$ cat src/rtl/rgb_pwm_pkg.sv
// Shared definitions for the RGB PWM fader: colour palette, fader states
// and the 8-bit to PWM-width colour expansion.
package rgb_pwm_pkg;

    localparam int PALETTE_SIZE = 8;
    localparam int NUM_CH       = 3;
    localparam int CH_R         = 0;
    localparam int CH_G         = 1;
    localparam int CH_B         = 2;

    // One palette entry viewed as its three 8-bit components.
    typedef struct packed {
        logic [7:0] r;
        logic [7:0] g;
        logic [7:0] b;
    } rgb8_t;

    // Entry 0 sits in the lowest 24 bits, so PALETTE[i] is button index i.
    localparam logic [PALETTE_SIZE-1:0][23:0] PALETTE = {
        24'h000000,   // 7 black
        24'h8000FF,   // 6 violet
        24'h4B0082,   // 5 indigo
        24'h0000FF,   // 4 blue
        24'h00FF00,   // 3 green
        24'hFFFF00,   // 2 yellow
        24'hFF8000,   // 1 orange
        24'hFF0000    // 0 red
    };

    typedef enum logic {
        IDLE = 1'b0,
        FADE = 1'b1
    } fade_state_t;

    // Widens an 8-bit component by repeating its bits, so 00 stays zero and
    // FF becomes all ones at any PWM width up to 16 bits.
    function automatic logic [15:0] expand_component(input logic [7:0] c, input int pwmW);
        logic [15:0] rep;
        rep = {c, c};
        return rep >> (16 - pwmW);
    endfunction

endpackage

$ cat src/rtl/pwm_period_counter.sv
// Free-running PWM counter with end-of-period and fade-step strobes.
module pwm_period_counter #(
    parameter int PWM_W        = 8,
    parameter int STEP_PERIODS = 1
) (
    input  logic             i_clk,
    input  logic             i_rst,
    output logic [PWM_W-1:0] o_cnt,
    output logic             o_periodTick,
    output logic             o_stepTick
);

    localparam int STEP_W = (STEP_PERIODS > 1) ? $clog2(STEP_PERIODS) : 1;
    localparam logic [STEP_W-1:0] STEP_LAST = STEP_W'(STEP_PERIODS - 1);

    logic [PWM_W-1:0]  r_cnt;
    logic [STEP_W-1:0] r_stepCnt;

    // PWM counter wraps naturally at its full width, one period per wrap.
    always_ff @(posedge i_clk) begin
        if (i_rst) begin
            r_cnt <= '0;
        end else begin
            r_cnt <= r_cnt + PWM_W'(1);
        end
    end

    // Counts whole periods so fade steps land on a fixed phase regardless of button timing.
    always_ff @(posedge i_clk) begin
        if (i_rst) begin
            r_stepCnt <= '0;
        end else if (o_periodTick) begin
            r_stepCnt <= (r_stepCnt == STEP_LAST) ? '0 : r_stepCnt + STEP_W'(1);
        end
    end

    assign o_cnt        = r_cnt;
    assign o_periodTick = (r_cnt == '1);
    assign o_stepTick   = o_periodTick && (r_stepCnt == STEP_LAST);

endmodule

$ cat src/rtl/rgb_pwm_fader.sv
// RGB LED PWM controller: picks a palette colour from the buttons and ramps
// each channel's duty toward it in bounded steps at period boundaries.
module rgb_pwm_fader
    import rgb_pwm_pkg::*;
#(
    parameter int PWM_W        = 8,
    parameter int NUM_LED      = 4,
    parameter int NUM_BTN      = 8,
    parameter int FADE_STEP    = 1,
    parameter int STEP_PERIODS = 1
) (
    input  logic               clk,
    input  logic               rst,
    input  logic [NUM_BTN-1:0] btn,
    output logic [NUM_LED-1:0] led_signal_R,
    output logic [NUM_LED-1:0] led_signal_G,
    output logic [NUM_LED-1:0] led_signal_B,
    output logic               busy,
    output logic               period_tick
);

    localparam logic signed [PWM_W:0] STEP_S = (PWM_W+1)'(FADE_STEP);

    logic [PWM_W-1:0] w_cnt;
    logic             w_periodTick;
    logic             w_stepTick;

    logic [2:0]       w_btnIdx;
    logic             w_btnAny;
    rgb8_t            w_entry;
    logic [PWM_W-1:0] w_select [NUM_CH];

    logic [PWM_W-1:0] r_target  [NUM_CH];
    logic [PWM_W-1:0] r_current [NUM_CH];
    logic [PWM_W-1:0] r_applied [NUM_CH];

    logic signed [PWM_W:0] w_diff [NUM_CH];
    logic signed [PWM_W:0] w_mag  [NUM_CH];
    logic signed [PWM_W:0] w_amt  [NUM_CH];
    logic [PWM_W-1:0]      w_next [NUM_CH];
    logic [PWM_W-1:0]      w_post [NUM_CH];
    logic                  w_allDone;
    logic                  w_differ;
    logic                  w_doStep;

    fade_state_t r_state;
    fade_state_t w_nextState;

    logic [NUM_LED-1:0] r_ledR;
    logic [NUM_LED-1:0] r_ledG;
    logic [NUM_LED-1:0] r_ledB;

    pwm_period_counter #(
        .PWM_W        (PWM_W),
        .STEP_PERIODS (STEP_PERIODS)
    ) u_periodCounter (
        .i_clk        (clk),
        .i_rst        (rst),
        .o_cnt        (w_cnt),
        .o_periodTick (w_periodTick),
        .o_stepTick   (w_stepTick)
    );

    // Lowest pressed button wins; scanning downward lets the lowest index overwrite.
    always_comb begin
        w_btnIdx = '0;
        w_btnAny = 1'b0;
        for (int i = NUM_BTN - 1; i >= 0; i--) begin
            if (btn[i]) begin
                w_btnIdx = 3'(i);
                w_btnAny = 1'b1;
            end
        end
    end

    // Palette lookup widened to the PWM resolution.
    always_comb begin
        w_entry        = rgb8_t'(PALETTE[w_btnIdx]);
        w_select[CH_R] = PWM_W'(expand_component(w_entry.r, PWM_W));
        w_select[CH_G] = PWM_W'(expand_component(w_entry.g, PWM_W));
        w_select[CH_B] = PWM_W'(expand_component(w_entry.b, PWM_W));
    end

    // Per-channel step toward target, clamped to the remaining distance so it never overshoots.
    always_comb begin
        w_allDone = 1'b1;
        w_differ  = 1'b0;
        w_doStep  = (r_state == FADE) && w_stepTick;
        for (int ch = 0; ch < NUM_CH; ch++) begin
            w_diff[ch] = $signed({1'b0, r_target[ch]}) - $signed({1'b0, r_current[ch]});
            w_mag[ch]  = (w_diff[ch] < 0) ? -w_diff[ch] : w_diff[ch];
            w_amt[ch]  = (w_mag[ch] > STEP_S) ? STEP_S : w_mag[ch];
            if (w_diff[ch] < 0) begin
                w_next[ch] = r_current[ch] - PWM_W'(w_amt[ch]);
            end else begin
                w_next[ch] = r_current[ch] + PWM_W'(w_amt[ch]);
            end
            w_post[ch] = w_doStep ? w_next[ch] : r_current[ch];
            if (w_next[ch] != r_target[ch]) begin
                w_allDone = 1'b0;
            end
            if (r_target[ch] != r_current[ch]) begin
                w_differ = 1'b1;
            end
        end
    end

    // Fader state register.
    always_ff @(posedge clk) begin
        if (rst) begin
            r_state <= IDLE;
        end else begin
            r_state <= w_nextState;
        end
    end

    // Enter FADE on any mismatch; leave only once a step lands every channel on target.
    always_comb begin
        w_nextState = r_state;
        case (r_state)
            IDLE:    if (w_differ) w_nextState = FADE;
            FADE:    if (w_stepTick && w_allDone) w_nextState = IDLE;
            default: w_nextState = IDLE;
        endcase
    end

    // Target follows the buttons, current follows fade steps, applied only changes between periods.
    always_ff @(posedge clk) begin
        if (rst) begin
            for (int ch = 0; ch < NUM_CH; ch++) begin
                r_target[ch]  <= '0;
                r_current[ch] <= '0;
                r_applied[ch] <= '0;
            end
        end else begin
            for (int ch = 0; ch < NUM_CH; ch++) begin
                if (w_btnAny) begin
                    r_target[ch] <= w_select[ch];
                end
                if (w_doStep) begin
                    r_current[ch] <= w_next[ch];
                end
                if (w_periodTick) begin
                    r_applied[ch] <= w_post[ch];
                end
            end
        end
    end

    // Registered PWM compare keeps the LED pins free of combinational glitches.
    always_ff @(posedge clk) begin
        if (rst) begin
            r_ledR <= '0;
            r_ledG <= '0;
            r_ledB <= '0;
        end else begin
            r_ledR <= {NUM_LED{w_cnt < r_applied[CH_R]}};
            r_ledG <= {NUM_LED{w_cnt < r_applied[CH_G]}};
            r_ledB <= {NUM_LED{w_cnt < r_applied[CH_B]}};
        end
    end

    assign led_signal_R = r_ledR;
    assign led_signal_G = r_ledG;
    assign led_signal_B = r_ledB;
    assign busy         = (r_state == FADE);
    assign period_tick  = w_periodTick;

endmodule
$ cat config.mk
export PLATFORM = sky130hd
export DESIGN_NAME = rgb_pwm_fader
export DESIGN_NICKNAME = d
export VERILOG_FILES = /design/src/rtl/rgb_pwm_pkg.sv /design/src/rtl/pwm_period_counter.sv /design/src/rtl/rgb_pwm_fader.sv
export SDC_FILE = /design/constraint.sdc
export NUM_CORES = 1
export LEC_CHECK = 0
export ABC_AREA = 1
export CORE_UTILIZATION = 64
export DETAILED_ROUTE_END_ITERATION = 10
export MAX_ROUTING_LAYER = met4
export PLACE_DENSITY = 0.88
export SYNTH_ARGS = -nofsm -noshare
export SYNTH_HDL_FRONTEND = slang
export SYNTH_HIERARCHICAL = 1
export SYNTH_SLANG_ARGS = --single-unit
export TNS_END_PERCENT = 100
$ cat constraint.sdc
create_clock -name clk -period 7.25 [get_ports clk]
set_clock_uncertainty 0.05 [all_clocks]
set_input_delay 1.45 -clock clk [delete_from_list [all_inputs] [get_ports clk]]
set_output_delay 1.45 -clock clk [all_outputs]
set_load 0.03 [all_outputs]
==> reports/results.ini <==
[routing]
dr.pass1.iters=6
wire_per_inst_microns=14.3
num_vias=6858
drt_iter0_drc=621
finalWirelength_microns=17300
vias_per_cell=5.69
antenna_left=0
drc_errors=0

[sta]
maxSlewHeadroom_pct=26.1
period_share_pct=83.8
hold_viol_final=0
worst_pin_slew_ps=1110
setup_viol=0
holdWs_ps=481
tns_ps=0
period_needed_ps=6080
fmax_mhz=165
finalMaxSlewViolations=0
rsz0062_at_grt=no

[global_routing]
antenna_found_initial=0
grtUsageTotal_pct=31.9
overflow=0
grt_max_degree=29
grt_pass1_wl_microns=28200
first_global_vias=6196

[critical_path]
critical_path_required_ps=7440
crit_type=reg2reg
critPathLaunch=r_target[0][14]
critPathMostFrequentCell=inv_1
startpoint_type=flop
endpoint=busy
ff2ff_path_depth=41
endpoint_kind=flop
cp_data_arrival_time_ps=6270
slowest_stage=edfxtp_1
cp_max_fo=12
cp_slowest_stage_delay_ps=700
rrSetupSlack_ps=1170
worst_r2r_startpoint=r_target[0][14]
r2r_end=busy

[layout]
stdcell_count=1206
area_delta_synth_final_pct=6.92
final_layout_size_suffix_gt1_share_pct=7.04
multi_input_area_sq_um=4340
fillCellCount=936
seq_area_sq_um=1890
diodes=0
final_area_sq_um=7590
nets=1147

[synthesis]
netlist_area_sq_um=7100
ys_warn_count=6
syn_avg_cell_area_sq_um=6.77
synth_nets=1135
ys_seq_area_share_pct=26.6
synth.distinct_cells=45
ys_seq_elements=67
synthCells=1049

[pwr]
power.leakage_nw=4.01
vdd_ir_drop_max_uv=108
total_power_w=0.00126
cellPowerDensity_nw_per_um2=165

[die]
io_pins=24
rows=38
dieHeight_microns=107
die_w_microns=107
dieArea_sq_um=11500
core_sq_um=10800
start_util_pct=65.5

[place]
place_area_sq_um=7370
gp_congestion=0.950
dp_cells=1190
io_buffers=23
hpwl_microns=13400

[clock_network]
postCtsHoldBufs=0
ctsLongestPathBuffers=2
cts_buffers=9
clk_pin_slew_ps=80
htreeDepth=3
cts_root_buf=clkbuf_8
cts_tree=done
cts_setup_buffers=0
cts_num_sinks=67
clk_latency_ps=350
cts-resized-gates=0

[flow_run]
maxCapViolations=0

[status]
status=finished, final reports clean

[hold_path]
hp-start=u_periodCounter/o_cnt[0]
hold_class=reg2reg

how the worst min path moves through the flow:
stage / end / slack [ps] / cells after the start
6_report: u_periodCounter/o_cnt[0] / 480 / 1
4_1_cts: u_periodCounter/o_cnt[0] / 480 / 1
3_5_place_dp: u_periodCounter/o_cnt[0] / 460 / 1
3_3_place_gp: u_periodCounter/o_cnt[0] / 410 / 1
5_1_grt: u_periodCounter/o_cnt[0] / 500 / 1
2_1_floorplan: u_periodCounter/o_cnt[0] / 390 / 1
stage by stage:
stage               setup WS, ps  util, %
finish                      1170     70.1
floorplan                   2100        -
global route                 558     70.1
detailed placement          1260     68.0
global placement            1390     68.0
CTS                         1230     70.1
power breakdown:
group          switching, W  total [W]  internal, W  leakage [nW]
clock network      0.000168   0.000347     0.000179         0.114
registers         0.0000179   0.000451     0.000433         0.641
logic              0.000299   0.000457     0.000159          3.25
layout make-up:
cell class	instances	share of cell area, %
multi-input cells	764	57.1
flip-flops and latches	67	24.9
inverters	196	9.72
repair buffers	23	3.03
clock buffers	12	2.47
well taps	140	2.31
clock inverters	4	0.461
critical path: cells and delay by family, from the launching register on:
family          cells  cell delay (ps)
compound gates      5              820
xor+xnor            1              170
buf+inv             9              780
fa+ha+maj           5             1610
flops               1              700
simple gates       21             1840
flip-flops by register name (all words and copies together) (netlist names):
register               cells
busy                       1
led_signal_B               1
led_signal_G               1
led_signal_R               1
r_applied                 24
r_current                 24
r_target                   7
u_periodCounter/o_cnt      8
cell usage after synthesis, drive strengths merged:
cell type	number	share of area, %
a31oi	1	0.088
nor4	3	0.26
fa	6	1.7
edfxtp	55	23
inv	194	10
xnor2	9	1.1
o31a	1	0.12
o21bai	2	0.21
o21ai	26	1.9
or2	11	0.97
nand2	307	17
a21oi	69	5.1
nand3	105	7.8
ha	70	12
buf	13	1.4
a22oi	1	0.11
a21o	2	0.21
o21a	6	0.74
nand3b	8	0.85
nor2	83	4.5
dfxtp	12	3.4
xor2	12	1.7
nor3	9	0.79
a21boi	3	0.32
clkinv	2	0.11
a221oi	2	0.25
nand4	16	1.4
a211oi	4	0.42
clkbuf	9	0.48
o211ai	8	0.85
routing by layer:
| layer | wire, microns | track usage, % | vias to the layer above |
|---|---|---|---|
| li1 | - | - | 3415 |
| met5 | 0 | - | - |
| met2 | 8060 | 52.2 | 333 |
| met4 | 504 | 11.0 | 0 |
| met3 | 1480 | 5.33 | 48 |
| met1 | 7250 | 39.9 | 3062 |
cells by family after synthesis:
kind of cell    Yosys count  share of synthesized area (%)
simple gates            542                           33.9
buf+inv                 218                           12.3
compound gates          125                           10.3
fa+ha+maj                76                           14.0
flops                    67                           26.6
xor+xnor                 21                           2.80
layout by cell type, fill, tap and decap left out, drive strengths merged:
cell type        n
nor4             3
nand4           16
dfxtp           12
o21a             6
clkbuf          12
a221oi           2
a211oi           4
fa               6
ha              70
xnor2            9
nand3          105
a21boi           3
nor3             9
edfxtp          55
nand2          307
nor2            83
clkdlybuf4s50   23
xor2            12
a22oi            1
o31a             1
o211ai           8
clkinv           4
a21o             2
or2             11
o21ai           26
a31oi            1
nand3b           8
inv            196
o21bai           2
a21oi           69
(Power assumes the default switching activity.)
